<file path="src/rtl/jt1942_vrom_pkg.sv">
// Shared types and constants for the 1942 video ROM arbiter.
// Slot indices, FSM states and default SDRAM word offsets.
package jt1942_vrom_pkg;

  typedef enum logic [2:0] {
    ST_IDLE,
    ST_REQ,
    ST_WAIT,
    ST_REQ2,
    ST_WAIT2
  } state_e;

  localparam logic [1:0] CHAR = 2'd0;
  localparam logic [1:0] SCR  = 2'd1;
  localparam logic [1:0] OBJ  = 2'd2;

  localparam logic [21:0] DEF_CHAR_OFFSET = 22'h00000;
  localparam logic [21:0] DEF_SCR_OFFSET  = 22'h08000;
  localparam logic [21:0] DEF_OBJ_OFFSET  = 22'h10000;

endpackage

</file>
<file path="src/rtl/jt1942_vrom_slot.sv">
// Single-entry last-address cache for one video ROM requester.
// ok is combinational so it drops the cycle the address moves.
module jt1942_vrom_slot
  import jt1942_vrom_pkg::*;
#(
  parameter int AWIDTH = 12,
  parameter int DWIDTH = 16
) (
  input  logic              clk,
  input  logic              rst,
  input  logic [AWIDTH-1:0] addr,
  input  logic              wr,
  input  logic [AWIDTH-1:0] wr_tag,
  input  logic [DWIDTH-1:0] wr_data,
  output logic [DWIDTH-1:0] data,
  output logic              ok,
  output logic              pending
);

  logic              valid_q, valid_d;
  logic [AWIDTH-1:0] tag_q, tag_d;
  logic [DWIDTH-1:0] data_q, data_d;

  // Hit detection against the live requester address
  always_comb begin
    ok      = valid_q && (tag_q == addr);
    pending = !ok;
    data    = data_q;
  end

  // Fill the entry when the arbiter completes a fetch for this slot
  always_comb begin
    valid_d = valid_q;
    tag_d   = tag_q;
    data_d  = data_q;
    if (wr) begin
      valid_d = 1'b1;
      tag_d   = wr_tag;
      data_d  = wr_data;
    end
  end

  // Cache registers
  always_ff @(posedge clk) begin
    if (rst) begin
      valid_q <= 1'b0;
      tag_q   <= '0;
      data_q  <= '0;
    end else begin
      valid_q <= valid_d;
      tag_q   <= tag_d;
      data_q  <= data_d;
    end
  end

endmodule

</file>
<file path="src/rtl/jt1942_vrom_arb.sv">
// Round-robin SDRAM read arbiter for char, scroll and obj ROMs.
// Scroll pixels need two 16-bit words; the first is staged here.
module jt1942_vrom_arb
  import jt1942_vrom_pkg::*;
#(
  parameter int            AW          = 22,
  parameter logic [AW-1:0] CHAR_OFFSET = AW'(DEF_CHAR_OFFSET),
  parameter logic [AW-1:0] SCR_OFFSET  = AW'(DEF_SCR_OFFSET),
  parameter logic [AW-1:0] OBJ_OFFSET  = AW'(DEF_OBJ_OFFSET)
) (
  input  logic          clk,
  input  logic          rst,
  input  logic [11:0]   char_addr,
  output logic [15:0]   char_data,
  output logic          char_ok,
  input  logic [13:0]   scr_addr,
  output logic [23:0]   scr_data,
  output logic          scr_ok,
  input  logic [14:0]   obj_addr,
  output logic [15:0]   obj_data,
  output logic          obj_ok,
  output logic [AW-1:0] sdram_addr,
  output logic          sdram_req,
  input  logic          sdram_ack,
  input  logic          data_rdy,
  input  logic [15:0]   sdram_din
);

  state_e        state_q, state_d;
  logic [1:0]    ptr_q, ptr_d;
  logic [1:0]    gsel_q, gsel_d;
  logic [14:0]   gaddr_q, gaddr_d;
  logic [15:0]   stage_q, stage_d;
  logic [AW-1:0] sdram_addr_q, sdram_addr_d;
  logic          sdram_req_q, sdram_req_d;

  logic [2:0]    pend;
  logic [2:0]    wr;
  logic [1:0]    gnt_sel;
  logic          gnt_any;
  logic [AW-1:0] char_wa, obj_wa, scr_w0, scr_w1;
  logic          word1_done, word2_done;

  jt1942_vrom_slot #(.AWIDTH(12), .DWIDTH(16)) u_char (
    .clk     (clk),
    .rst     (rst),
    .addr    (char_addr),
    .wr      (wr[CHAR]),
    .wr_tag  (gaddr_q[11:0]),
    .wr_data (sdram_din),
    .data    (char_data),
    .ok      (char_ok),
    .pending (pend[CHAR])
  );

  jt1942_vrom_slot #(.AWIDTH(14), .DWIDTH(24)) u_scr (
    .clk     (clk),
    .rst     (rst),
    .addr    (scr_addr),
    .wr      (wr[SCR]),
    .wr_tag  (gaddr_q[13:0]),
    .wr_data ({sdram_din[7:0], stage_q}),
    .data    (scr_data),
    .ok      (scr_ok),
    .pending (pend[SCR])
  );

  jt1942_vrom_slot #(.AWIDTH(15), .DWIDTH(16)) u_obj (
    .clk     (clk),
    .rst     (rst),
    .addr    (obj_addr),
    .wr      (wr[OBJ]),
    .wr_tag  (gaddr_q),
    .wr_data (sdram_din),
    .data    (obj_data),
    .ok      (obj_ok),
    .pending (pend[OBJ])
  );

  assign sdram_addr = sdram_addr_q;
  assign sdram_req  = sdram_req_q;

  // SDRAM word addresses; word1 uses the latched grant address
  always_comb begin
    char_wa = CHAR_OFFSET + AW'(char_addr);
    obj_wa  = OBJ_OFFSET + AW'(obj_addr);
    scr_w0  = SCR_OFFSET + AW'({scr_addr, 1'b0});
    scr_w1  = SCR_OFFSET + AW'({gaddr_q[13:0], 1'b1});
  end

  // Round-robin pick, starting after the last granted slot
  always_comb begin
    gnt_any = |pend;
    gnt_sel = ptr_q;
    unique case (ptr_q)
      SCR: gnt_sel = pend[OBJ]  ? OBJ  : pend[CHAR] ? CHAR : SCR;
      OBJ: gnt_sel = pend[CHAR] ? CHAR : pend[SCR]  ? SCR  : OBJ;
      default: gnt_sel = pend[SCR] ? SCR : pend[OBJ] ? OBJ : CHAR;
    endcase
  end

  // Data arrival for the first and second word, ack+rdy merged
  always_comb begin
    word1_done = data_rdy && ((state_q == ST_WAIT) ||
                 (state_q == ST_REQ && sdram_ack));
    word2_done = data_rdy && ((state_q == ST_WAIT2) ||
                 (state_q == ST_REQ2 && sdram_ack));
  end

  // Fetch sequencing: grant, handshake, fill or stage scroll word
  always_comb begin
    state_d      = state_q;
    ptr_d        = ptr_q;
    gsel_d       = gsel_q;
    gaddr_d      = gaddr_q;
    stage_d      = stage_q;
    sdram_addr_d = sdram_addr_q;
    sdram_req_d  = sdram_req_q;
    wr           = 3'b000;
    unique case (state_q)
      ST_IDLE: begin
        if (gnt_any) begin
          gsel_d      = gnt_sel;
          ptr_d       = gnt_sel;
          sdram_req_d = 1'b1;
          state_d     = ST_REQ;
          unique case (gnt_sel)
            CHAR: begin
              gaddr_d      = 15'(char_addr);
              sdram_addr_d = char_wa;
            end
            SCR: begin
              gaddr_d      = 15'(scr_addr);
              sdram_addr_d = scr_w0;
            end
            default: begin
              gaddr_d      = obj_addr;
              sdram_addr_d = obj_wa;
            end
          endcase
        end
      end
      ST_REQ, ST_WAIT: begin
        if (state_q == ST_REQ && sdram_ack) begin
          sdram_req_d = 1'b0;
          state_d     = ST_WAIT;
        end
        if (word1_done) begin
          if (gsel_q == SCR) begin
            stage_d      = sdram_din;
            sdram_addr_d = scr_w1;
            sdram_req_d  = 1'b1;
            state_d      = ST_REQ2;
          end else begin
            wr[gsel_q] = 1'b1;
            state_d    = ST_IDLE;
          end
        end
      end
      ST_REQ2, ST_WAIT2: begin
        if (state_q == ST_REQ2 && sdram_ack) begin
          sdram_req_d = 1'b0;
          state_d     = ST_WAIT2;
        end
        if (word2_done) begin
          wr[SCR] = 1'b1;
          state_d = ST_IDLE;
        end
      end
      default: state_d = ST_IDLE;
    endcase
  end

  // FSM and arbiter registers
  always_ff @(posedge clk) begin
    if (rst) begin
      state_q      <= ST_IDLE;
      ptr_q        <= CHAR;
      gsel_q       <= CHAR;
      gaddr_q      <= '0;
      stage_q      <= '0;
      sdram_addr_q <= '0;
      sdram_req_q  <= 1'b0;
    end else begin
      state_q      <= state_d;
      ptr_q        <= ptr_d;
      gsel_q       <= gsel_d;
      gaddr_q      <= gaddr_d;
      stage_q      <= stage_d;
      sdram_addr_q <= sdram_addr_d;
      sdram_req_q  <= sdram_req_d;
    end
  end

endmodule

</file>
<file path="config.mk">
export PLATFORM = sky130hd
export DESIGN_NAME = jt1942_vrom_arb
export DESIGN_NICKNAME = d
export VERILOG_FILES = /design/src/rtl/jt1942_vrom_pkg.sv /design/src/rtl/jt1942_vrom_slot.sv /design/src/rtl/jt1942_vrom_arb.sv
export SDC_FILE = /design/constraint.sdc
export NUM_CORES = 1
export LEC_CHECK = 0
export ABC_AREA = 0
export CORE_MARGIN = 2
export CORE_UTILIZATION = 31
export CTS_CLUSTER_SIZE = 10
export DETAILED_ROUTE_END_ITERATION = 7
export SLEW_MARGIN = 10
export SYNTH_ARGS = -nofsm -noshare
export SYNTH_HDL_FRONTEND = slang
export SYNTH_SLANG_ARGS = --single-unit
</file>
<file path="constraint.sdc">
create_clock -name clk -period 7.19 [get_ports clk]
set_clock_uncertainty 0.05 [all_clocks]
set_input_delay 1.438 -clock clk [delete_from_list [all_inputs] [get_ports clk]]
set_output_delay 1.438 -clock clk [all_outputs]
set_load 0.01 [all_outputs]
</file>
# After elaboration in Yosys (flattened, before gate mapping)
# Index checks and enable logic that the tools add are counted.
# Widths: inputs -> output; s select.
[word_totals] regBits=159 latch_bits=0 ramBits=0 rom_bits=0 elab_cells=95 n_memories=0
[op_classes] addsub=3 mul=0 div_mod_pow=0 order_cmp=2 n_eq_ne=16 shifts=0 muxes=34 n_bitwise=0 reduce_logical=25
[ops] op="$mux 22" n=3
[ops] op="$pmux 22 s2" n=1
[ops] op="$pmux 18 s2" n=1
[ops] op="$add 16x15->17 const A" n=2
[ops] op="$pmux 15 s2" n=1
[ops] op="$mux 3" n=7
[ops] op="$add 17x15->18 const A" n=1
[ops] op="$eq 15x15->1" n=1
[ops] op="$eq 14x14->1" n=1
[ops] op="$eq 12x12->1" n=1
[ops] op="$mux 2" n=6
[ops] op="$mux 1" n=10
[ops] op="$pmux 3 s3" n=1
[ops] op="$reduce_and 3->1" n=3
[ops] op="$logic_and 1x1->1" n=8
[ops] op="$ne 2x2->1 const B" n=4
[ops] op="$eq 3x2->1 const B" n=2
[ops] op="$ne 3x3->1 const B" n=2
[ops] op="$eq 2x1->1 const B" n=2
[ops] op="$pmux 2 s2" n=1
[ops] op="$reduce_and 4->1" n=1
[ops] op="$reduce_or 2->1" n=2
[ops] op="$eq 3x1->1 const B" n=1
[ops] op="$eq 3x3->1 const B" n=1
[ops] op="other kinds (14)" n=17

# Longest topological paths before layout
# Gate-level depths: netlist (run 1).
[logic_depth] ltp_word=9 ltp_mapped=11

# Modules after synthesis
# From an unflattened synthesis (run 1), not the netlist that was laid out.
[unflattened] cells_unflattened=733 hier_area_um2=6712.7
[modules_own_cells] mod="jt1942_vrom_arb" n_inst=1 cells_per_inst=352 area_each_um2=2773.9
[modules_own_cells] mod="jt1942_vrom_slot at u_scr" n_inst=1 cells_per_inst=146 area_each_um2=1517.7
[modules_own_cells] mod="jt1942_vrom_slot at u_obj" n_inst=1 cells_per_inst=124 area_each_um2=1276.2
[modules_own_cells] mod="jt1942_vrom_slot at u_char" n_inst=1 cells_per_inst=111 area_each_um2=1144.8

# Worst setup path after synthesis (run 1)
# Ideal clock, no wire load.
[synth_path] kind="input-to-output" startpoint="input obj_addr[1]" endpoint="output obj_ok" t_arrival_ns=2.187 t_required_ns=5.702 slack_ns=3.515 cell_stages=3 path_buffers=0 path_cell_list="xnor2_1 -> nand4_1 -> nor4_4"
[synth_between] elab_chain_cells=2
[synth_rtl] element="start: declaration" line_no="jt1942_vrom_arb.sv:19" rtl="input logic [14:0] obj_addr,"
[synth_rtl] element="$eq 15x15->1" line_no="jt1942_vrom_slot.sv:26" rtl="ok = valid_q && (tag_q == addr);"
[synth_rtl] element="$logic_and 1x1->1" line_no="jt1942_vrom_slot.sv:26"
[synth_rtl] element="end: declaration" line_no="jt1942_vrom_arb.sv:21" rtl="output logic obj_ok,"
# Every way passes these cells.

# Worst setup path after layout (run 1)
[layout_path] startpoint="input scr_addr[4]" endpoint="output scr_ok"
[layout_between] elab_chain_cells=2
[layout_rtl] element="start: declaration" line_no="jt1942_vrom_arb.sv:16" rtl="input logic [13:0] scr_addr,"
[layout_rtl] element="$eq 14x14->1" line_no="jt1942_vrom_slot.sv:26"
[layout_rtl] element="$logic_and 1x1->1" line_no="jt1942_vrom_slot.sv:26"
[layout_rtl] element="end: declaration" line_no="jt1942_vrom_arb.sv:18" rtl="output logic scr_ok,"
# Every way passes these cells.

==> results of run 1 <==
==> critical path: cells and delay by family <==
kind,cells,cell delay (ns)
buffers and inverters,2,1.17
xor gates and xnor gates,1,0.14
and+or+nand+nor,2,0.78
==> power by group through the flow <==
stage                     combinational, mW  clock, mW  sequential (mW)
after global placement                0.487          0             1.01
after floorplan                       0.298          0            0.992
after CTS                             0.488      0.944            0.990
final                                 0.491      0.926            0.993
after global routing                  0.532      0.988            0.998
after detailed placement              0.486          0             1.01
==> area by class of cell <==
cell class,count,share of cell area
Sequential cell,154,0.357
Tap cell,275,0.0399
Inverter,6,0.00261
Clock inverter,15,0.0204
Clock buffer,17,0.0493
Multi-Input combinational cell,593,0.366
Timing Repair Buffer,144,0.165
==> routing by layer <==
layer | part of all wire | up-vias | track usage
met1 | 0.48 | 2813 | 0.272
li1 | - | 2945 | -
met4 | 0.010 | 0 | 0.0510
met5 | 0 | - | 0
met3 | 0.045 | 13 | 0.0369
met2 | 0.46 | 127 | 0.280
==> cells in the mapped netlist, drive strengths merged (2+ instances only) <==
library cell	number	area share
nand2	236	0.14
dfxtp	154	0.47
a21oi	131	0.10
clkbuf	46	0.031
xnor2	41	0.055
nor2	38	0.022
nand3	21	0.017
o21ai	16	0.014
buf	14	0.017
a211oi	12	0.014
a311oi	12	0.016
and2	9	0.0088
nand4	9	0.0086
a22oi	8	0.012
nor3	8	0.0061
or3	7	0.0067
inv	6	0.0034
o31a	5	0.0067
a221oi	4	0.0073
ha	4	0.0076
a31oi	3	0.0029
nor4	3	0.0097
a22o	2	0.0027
nand2b	2	0.0019
o31ai	2	0.0044
==> through the flow <==
step	hold WS (ns)	util	area [sq um]
2_1_floorplan	0.377	-	6570
3_3_place_gp	0.388	0.384	8030
3_5_place_dp	0.393	0.384	8030
4_1_cts	0.403	0.413	8630
5_1_grt	0.411	0.413	8630
6_report	0.402	0.413	8630
==> worst max path at each step <==
| stage | end | slack [ns] | cells past startpoint |
|---|---|---|---|
| after floorplan | obj_ok | 3.51 | 3 |
| after global placement | char_ok | 2.19 | 5 |
| after detailed placement | char_ok | 2.16 | 5 |
| after CTS | char_ok | 2.16 | 5 |
| after global routing | scr_ok | 2.10 | 5 |
| final | scr_ok | 2.17 | 5 |
==> cell families after synthesis <==
group	count (synthesis)
AO/OA/AOI/OAI	203
XOR/XNOR	42
adder cells (fa/ha/maj)	4
flip-flops	154
AND/OR/NAND/NOR	338
multiplexers	1
other	1
buffers and inverters	66
==> state kept, by name, summed over array words and instances, names as in the netlist, 2 cells and up <==
signal / cells
stage_q: 16
u_obj.tag_q: 15
u_scr.tag_q: 14
u_char.data: 16
state_q: 3
sdram_addr: 17
gsel_q: 2
u_scr.data: 24
u_char.tag_q: 12
gaddr_q: 15
u_obj.data: 16
==> results.cfg, run 1 <==
[outcome]
run_status = finished, final reports clean

[synthesis]
ys.flop_type = dfxtp_1
ys_seq_area_frac = 0.470
synth-simple-area-share = 0.222
syn_area_per_cell_sq_um = 8.11
ys_ff_latch = 154
synthMuxAreaShare = 0.00153
synth_edf_count = 0
yosys_warnings = 0
synth-compound-area-share = 0.190
synth_top_family_by_area = simple AND/OR/NAND/NOR gates
synthXorXnorAreaFrac = 0.0561
yosysUniqueCellTypes = 54
synthArstFlopShare = 0
postSynthCellCount = 809
synthAdderAreaFrac = 0.00763
syn_area_sq_mm = 0.00656

[timing]
period_minus_slack_ns = 5.02
fin_crit_sh = 0.699
post-route-worst-setup-slack_ns = 2.17
fin_tns_setup_ns = 0
drv_slew = 0
setup_viol = 0
slew_headroom = 0.315
rsz0062_at_grt = no
tightest_slew_ns = 1.02
fmax_ghz = 0.199
hold_viol = 0

[power]
power_switching_share = 0.318
pwr-share-clk = 0.384
p_int_mw = 1.64
combPwrFrac = 0.204
p_leak_nw = 2.83
seq_power_share = 0.412
powerDensity_mw_per_mm2 = 279
power.total_mw = 2.41
vdd_drop_max_mv = 0.153
power.switching_mw = 0.766

[final_layout]
fill_cells = 2154
drive_gt1_frac = 0.0667
final_common_cell = nand2_1
instances_no_fill = 1204
multi_input_area_sq_mm = 0.00316
num-nets-final = 981
final_cell_mix = nand2_1, dfxtp_1, clkdlybuf4s50_1, a21oi_1, xnor2_1
seq_area_sq_mm = 0.00308
areaGrowthSynthToFinish_pct = 31.6
diodes = 0

[routing]
vias = 5898
vias_per_cell = 4.90
drc = 0
postRouteAntennaNets = 0
dr.pass1.iters = 5
drt_wl_total_mm = 20.9
dr.first_iter.drc_count = 519
post_drt_wl_per_cell_microns = 17.3

[global_routing]
grt_pass1_wl_mm = 31.6
grt_usage = 0.187
grt_max_degree = 91
grt_overflow = 0
antenna_found_initial = 0
first_global_vias = 5361

[critical_path]
critPathLaunch = scr_addr[4]
critPathSlowestCell = clkdlybuf4s50_1
cp-end-kind = output pin
cp-start-kind = input port
arrival_ns = 3.54
worstPathRequired_ns = 5.70
path_common_cell = clkdlybuf4s50_1
crit_type = input port to output pin
reg2reg_slack_ns = 4.04
rr_worst_depth = 7
r2r_start = u_scr.tag_q[0]
reg2reg_to = sdram_addr[2]
max_stage_delay_ns = 0.66
crit_chain = clkdlybuf4s50_1 > xnor2_1 > nand4_1 > nor4_4 > clkdlybuf4s50_1
crit_fanout = 8

[floorplanning]
dieArea_sq_mm = 0.0223
core_sq_mm = 0.0209
start_util = 0.314
ios = 143
row_count = 53
die_w_microns = 149
die_height_microns = 149

[place]
dp.cells = 1172
portBuffers = 137
dp_slack_ns = 2.16
dp_hpwl_mm = 14.5
routabilityCongestion = 0.868

[clock_network]
post_cts_buffers = 0
cts.clk_slew.worst_paths_ns = 0.06
cts_resized = 0
clock_sinks = 154
clock_latency_ns = 0.43
cts_tree = done
ctsHtreeMaxLevel = 4
cts-root-buf = clkbuf_16
clk_path_buf_depth = 2
cts_buffers = 17
holdBufCountCts = 0

[worst_hold_path]
holdCritStartpoint = stage_q[15]
hold_depth = 2
min_to = u_scr.data[15]
hp-class = flop to flop

[flow_run]
max_cap_violations = 0
Note: power is estimated with default switching activity, not from simulation.
==> run 2, diff against run 1 <==
- clock period: 7.19 -> 4.6 ns (I/O delays scaled with it)
==> run 2 against run 1 <==
Critical path type unchanged. Register-to-register slack worse by 2.3 ns. Critical endpoint unchanged. Worst setup slack worse by 1.6 ns. Utilization up 0.49 points. Sequential share of layout area down 0.42 points. Non-clock buffer count up 8.
==> results.cfg, run 2 (synthesis results as in run 1) <==
[power]
power.total_mw = 3.85
pwr-share-clk = 0.395
p_int_mw = 2.73
seq_power_share = 0.404
combPwrFrac = 0.201
p_leak_nw = 2.88
power_switching_share = 0.291
powerDensity_mw_per_mm2 = 441
power.switching_mw = 1.12
vdd_drop_max_mv = 0.266

[final_layout]
final_cell_mix = nand2_1, dfxtp_1, clkdlybuf4s50_1, a21oi_1, xnor2_1
final_common_cell = nand2_1
instances_no_fill = 1212
drive_gt1_frac = 0.0715
largest_register_ffs = 24
num-nets-final = 989
areaGrowthSynthToFinish_pct = 33.2
diodes = 0
final_core_util = 0.418
final_area_sq_mm = 0.00873

[global_routing]
antenna_found_initial = 0
grt_usage = 0.187
first_global_vias = 5511
grt_max_degree = 82
grt_pass1_wl_mm = 31.9
grt_overflow = 0

[place]
dp.cells = 1180
portBuffers = 137
dp_hpwl_mm = 14.8
routabilityCongestion = 0.859
dp_slack_ns = 0.551
dpl_cell_area_sq_mm = 0.00809

[clock_network]
cts.clk_slew.worst_paths_ns = 0.06
clock_latency_ns = 0.42
clock_sinks = 154
ctsHtreeMaxLevel = 4
cts-root-buf = clkbuf_16
cts_buffers = 17
holdBufCountCts = 0
cts_resized = 0
post_cts_buffers = 0
clk_path_buf_depth = 2
cts_tree = done

[flow_run]
max_cap_violations = 0

[critical_path]
worstPathRequired_ns = 3.63
cp_num_buf_inv = 2
max_stage_delay_ns = 0.67
path_delay_family = buffers and inverters
critPathLaunch = scr_addr[4]
cp-start-kind = input port
crit_chain = clkdlybuf4s50_1 > xnor2_1 > nand4_1 > nor4_4 > clkdlybuf4s50_1
crit_type = input port to output pin
path_common_cell = clkdlybuf4s50_1
arrival_ns = 3.07
crit_fanout = 8
r2r_start = u_scr.tag_q[4]
critPathSlowestCell = nor4_4
cp-end-kind = output pin

[routing]
drc = 0
drt_wl_total_mm = 20.8
vias = 5893
postRouteAntennaNets = 0
dr.first_iter.drc_count = 577
vias_per_cell = 4.86
dr.pass1.iters = 5
post_drt_wl_per_cell_microns = 17.2

[timing]
slew_headroom = 0.334
fin_crit_sh = 0.879
fin_hold_ws_ns = 0.393
hold_viol = 0
rsz0062_at_grt = no
fmax_ghz = 0.247
setup_viol = 0
period_minus_slack_ns = 4.04
fin_tns_setup_ns = 0
post-route-worst-setup-slack_ns = 0.556
tightest_slew_ns = 0.996
drv_slew = 0

[floorplanning]
die_height_microns = 149
die_w_microns = 149
core_sq_mm = 0.0209
start_util = 0.314
ios = 143
dieArea_sq_mm = 0.0223
row_count = 53

[worst_hold_path]
hp-class = flop to flop
holdCritStartpoint = stage_q[8]

[outcome]
run_status = finished, final reports clean
run 2: tightest hold or removal path, delay by kind of cell (launching register included):
family | cells | cell delay (ns)
AND/OR/NAND/NOR | 1 | 0.05
AO/OA/AOI/OAI | 1 | 0.05
flip-flops | 1 | 0.31
run 2: routing by layer:
metal / global-route usage / vias up / wire [microns]
met3: 0.0390 / 24 / 1020
met2: 0.277 / 154 / 9420
met4: 0.0681 / 0 / 464
met1: 0.268 / 2752 / 9920
met5: 0 / - / 0
li1: - / 2963 / -
run 2: path summary, 6_finish.rpt:
kind	end	depth (start not counted)	slack (ns)
worst min-delay path	u_scr.data[8]	2	0.39
worst max register to register	sdram_addr[2]	7	1.72
worst min register to register	u_scr.data[8]	2	0.39
worst max-delay path	scr_ok	5	0.56
run 2: power by group through the flow:
stage / combinational, mW / sequential (mW) / clock (mW)
floorplan: 0.465 / 1.55 / 0
global placement: 0.767 / 1.58 / 0
detailed placement: 0.770 / 1.58 / 0
CTS: 0.773 / 1.55 / 1.54
global route: 0.850 / 1.56 / 1.60
finish: 0.774 / 1.55 / 1.52
run 2: cell type report:
cell class / count / area (sq um)
Clock buffer: 23 / 488
Clock inverter: 9 / 158
Fill cell: 2131 / 12200
Inverter: 6 / 22.5
Multi-Input combinational cell: 593 / 3160
Sequential cell: 154 / 3080
Tap cell: 275 / 344
Timing Repair Buffer: 152 / 1480
==> patch 1 (settings of run 2) <==
The 5 states of `state_e` get a one-hot encoding in 5 bits.
--- a/src/rtl/jt1942_vrom_pkg.sv
+++ b/src/rtl/jt1942_vrom_pkg.sv
@@ -4,8 +4,8 @@
 
-  typedef enum logic [2:0] {
-    ST_IDLE,
-    ST_REQ,
-    ST_WAIT,
-    ST_REQ2,
-    ST_WAIT2
+  typedef enum logic [4:0] {
+    ST_IDLE  = 5'b00001,
+    ST_REQ   = 5'b00010,
+    ST_WAIT  = 5'b00100,
+    ST_REQ2  = 5'b01000,
+    ST_WAIT2 = 5'b10000
   } state_e;
Behaviour: no difference found for any inputs over 4 cycles, from zero or initial values and one cycle with rst high; so few cycles prove little.
==> patch 1 against run 2 <==
Worst setup slack gained 0.10 ns. Synthesized area grew 2.7%. Routed wire length grew 4.4%. Power shrank 5.9%. Count of clock-buffer cells in the layout shrank 5. Design area grew 2.8%. Critical path depth grew 1. Die area grew 2.6%. Sequential cell count grew 2. Highest routed layer unchanged.
==> patch 1: results (changes against run 2) <==
Outcome
The flow ran to the end, and the final reports show no timing, DRC or antenna violations.

Logic synthesis
Sorting the synthesized cells by area gives the leading types as sky130_fd_sc_hd__dfxtp_1 46%, sky130_fd_sc_hd__nand2_1 14%, sky130_fd_sc_hd__a21oi_1 10%, sky130_fd_sc_hd__xnor2_1 5.3%, sky130_fd_sc_hd__clkbuf_1 2.3%. The share of synthesized area spent on multiplexers is 0 (-0.00153). The sequential-to-total area share from yosys stat was 0.464 (-0.00628). Ranked by instance count, the synthesized netlist is headed by 249 x sky130_fd_sc_hd__nand2_1, 156 x sky130_fd_sc_hd__dfxtp_1, 135 x sky130_fd_sc_hd__a21oi_1, 42 x sky130_fd_sc_hd__clkbuf_1, 41 x sky130_fd_sc_hd__xnor2_1.

The fraction of synthesized cell area in xor and xnor cells is 0.0533 (-0.00276). The fraction of the mapped netlist area in compound gates is 0.211 (+0.0205).

Route
The total iterations of the first detailed-routing run is 6 (+1). The first-iteration detailed-routing DRC count is 464 (-20%). The sum of routed wire length over all layers was 21700 µm (+4.4%). The total via count after detailed routing is 6208 (+5.3%). The sum of met2 wire segment lengths after detailed routing is 9710 µm (+3.1%).

Power and ir drop
The switching power was 1.03 mW (-8.2%). The switching share of total power is 0.284 (-0.00715). The total leakage power is 2.92 nW (+1.1%). The sequential power is 1.50 mW (-3%).

The clock network fraction of total power is 0.426 (+0.031).

Layout
The count of nets after finishing is 1010 (+2.1%). The count of filler cells inserted in the layout is 2129 (-0.094%). The post-route standard cell area excluding fillers is 8980 µm² (+2.8%).

GRT
The global routing usage on met2 is 0.288 (+0.0105). The fraction of met3 tracks used by global routing is 0.0328 (-0.00619). The maximum number of pins on one net before global-route repair is 85 (+3.7%).

Worst setup path
The arrival time of data at the critical path endpoint came to 2.97 ns (-0.10 ns). The startpoint of the worst-slack reg-to-reg timing path is u_char.tag_q[1]$_SDFFE_PP0P_. The maximum fanout encountered on the critical timing path was 7 (-1).

The largest incremental delay on the critical path was 0.56 ns (-0.11 ns).

Place
The routability-driven placement congestion ratio is 0.886 (+3.1%). The number of placed instances, taps included is 1201 (+1.8%).

Worst hold path
The worst hold path begins at stage_q[11]$_SDFFE_PP0P_.
==> patch 1: changes by cell type in the layout (fill, tap and decap cells not counted), sizes merged, moves of 4 or more <==
cell,before,now
clkbuf,23,18
a311oi,12,6
and2,9,3
a2111oi,1,6
a221oi,4,12
o31a,5,0
nand2,236,251
nand3,21,11
o21ai,16,12
a21oi,131,135
or3,7,3
inv,8,13
nor3,8,15
==> patch 1: layout make-up <==
cell class	count	area share
Sequential cell	156	0.348
Clock buffer	18	0.0489
Clock inverter	14	0.0227
Tap cell	275	0.0383
Multi-Input combinational cell	609	0.371
Inverter	8	0.00390
Timing Repair Buffer	153	0.167
==> patch 1: path summary, 6_finish.rpt <==
path,end,slack (ns),depth (start not counted)
max,obj_ok,0.66,6
max reg2reg,gaddr_q[0]$_SDFFE_PP0P_,1.87,7
min,u_scr.data[11]$_SDFFE_PP0P_,0.40,2
min reg2reg,u_scr.data[11]$_SDFFE_PP0P_,0.40,2
==> patch 2 (flow settings as in run 2) <==
Without the edit above. `stage_q` no longer has a reset.
--- a/src/rtl/jt1942_vrom_arb.sv
+++ b/src/rtl/jt1942_vrom_arb.sv
@@ -180,3 +180,2 @@
       gaddr_q      <= '0;
-      stage_q      <= '0;
       sdram_addr_q <= '0;
@@ -188,3 +187,2 @@
       gaddr_q      <= gaddr_d;
-      stage_q      <= stage_d;
       sdram_addr_q <= sdram_addr_d;
@@ -194,2 +192,6 @@
 
+  always_ff @(posedge clk) begin
+    stage_q <= stage_d;
+  end
+
 endmodule
Formal check against the unedited RTL: same outputs for any inputs over 4 cycles, from zero or initial values and one cycle with rst high; that may be too few to reach the edited logic, so the function may still have changed.
==> patch 2 against run 2 <==
Worst setup slack lost 0.0014 ns. Count of clock-buffer cells in the layout down 5. Routed wire length decreased by 6.8%. Design area is 2.1% lower. Power rose by 20%. Sequential power is 13% higher. Sequential cell count is the same. Synthesized area down 3.0%.
==> patch 2: results (changes against run 2) <==
Outcome
The run finished with clean final reports.

Logic synthesis
After synthesis, the cell types taking the most area are sky130_fd_sc_hd__dfxtp_1 43%, sky130_fd_sc_hd__nand2_1 13%, sky130_fd_sc_hd__a21oi_1 9.0%, sky130_fd_sc_hd__edfxtp_1 7.6%, sky130_fd_sc_hd__xnor2_1 5.6%. The fraction of post-synthesis cell area in the top cell type by area is 0.434 (-0.0358). The number of flops mapped to enable cells by yosys is 16 (+16). Counting instances in the post-synthesis netlist gives the leading cell types as 217 x sky130_fd_sc_hd__nand2_1, 138 x sky130_fd_sc_hd__dfxtp_1, 115 x sky130_fd_sc_hd__a21oi_1, 41 x sky130_fd_sc_hd__xnor2_1, 40 x sky130_fd_sc_hd__clkbuf_1.

The sequential-to-total area share from yosys stat is 0.510 (+0.0398).

Place
The post-place setup slack is 0.557 ns (+0.00666 ns). The instance area after placement is 7970 µm² (-1.5%). The routability-driven placement congestion ratio is 0.837 (-2.6%).

GRT
The maximum number of pins on one net before global-route repair is 68 (-17%). The via count of the first global-routing pass came to 5180 (-6.0%). The global-route wire length before repair is 30100 µm (-5.7%).

The overall global routing resource usage is 0.179 (-0.00812).

Route
The average wire per cell in the routed design is 16.9 µm (-1.6%). The total iterations of the first detailed-routing run is 4 (-1). The via density per instance is 4.84 (-0.54%).

Power and ir drop
The total leakage power came to 2.79 nW (-3.2%). The largest vdd supply drop is 0.000296 V (+11%).

Worst setup path
The slowest stage of the critical path belongs to the cell sky130_fd_sc_hd__clkdlybuf4s50_1. The maximum fanout encountered on the critical timing path is 7 (-1). The arrival time of data at the critical path endpoint is 3.08 ns (about the same). The origin of the worst setup path is scr_addr[12].

Layout
The fraction of layout instances using a drive strength above 1 is 0.0741 (+0.00261). The count of nets after finishing is 929 (-6.1%).

Worst hold path
The start point of the worst hold path is u_scr.data[22]$_SDFFE_PP0P_.
-- patch 2: stage by stage --
step / cells / total power, mW / utilization
floorplan: 746 / 2.66 / -
global placement: 1115 / 3.26 / 0.395
detailed placement: 1115 / 3.26 / 0.395
CTS: 1147 / 4.64 / 0.424
global route: 1147 / 4.87 / 0.424
finish: 1147 / 4.61 / 0.424
-- patch 2: where the power goes --
group	switching [mW]	total (mW)	leakage, nW	internal [mW]
Combinational	0.897	1.49	1.24	0.595
Clock	0.627	1.37	0.281	0.745
Sequential	0.187	1.75	1.27	1.56
Total	1.71	4.61	2.79	2.90
-- patch 2: logic make-up after synthesis --
kind of cell / Yosys count / synth area share
DFF: 154 / 0.510
adders and majority gates: 4 / 0.00787
xor gates and xnor gates: 42 / 0.0578
buffers and inverters: 57 / 0.0405
muxes: 2 / 0.00334
other: 1 / 0.000590
AOI/OAI and AO/OA: 190 / 0.184
and+or+nand+nor: 292 / 0.196
-- patch 2: routing by layer --
metal / vias up / global-route usage / part of all wire
li1: 2761 / - / -
met1: 2605 / 0.249 / 0.47
met2: 154 / 0.274 / 0.47
met3: 27 / 0.0360 / 0.042
met4: 0 / 0.0688 / 0.021
met5: - / 0 / 0
-- patch 2: worst paths after layout --
| kind | cells past startpoint | end | slack, ns |
|---|---|---|---|
| setup reg to reg | 8 | sdram_addr[12]$_SDFFE_PP0P_ | 1.71 |
| hold / removal | 2 | u_scr.data[22]$_SDFFE_PP0P_ | 0.40 |
| hold reg to reg | 2 | u_scr.data[22]$_SDFFE_PP0P_ | 0.40 |
| setup / recovery | 5 | scr_ok | 0.55 |
-- patch 2: final cells by class --
cell class / instances / area (µm²)
tap: 270 / 338
timing repair buffer: 153 / 1500
multi-input combinational: 535 / 2870
clock buffer: 18 / 450
sequential: 154 / 3240
inverter: 3 / 11.3
fill: 2032 / 11600
clock inverter: 14 / 126
-- patch 2: worst register-to-register path, cell delays in order (launching register included) --
cell,delay [ns]
sky130_fd_sc_hd__dfxtp_1,0.34
sky130_fd_sc_hd__xnor2_1,0.24
sky130_fd_sc_hd__nand4_1,0.17
sky130_fd_sc_hd__nor4_4,0.61
sky130_fd_sc_hd__nand2b_1,0.14
sky130_fd_sc_hd__o21ai_2,0.52
sky130_fd_sc_hd__buf_4,0.29
sky130_fd_sc_hd__a221oi_1,0.11
sky130_fd_sc_hd__o41ai_1,0.32
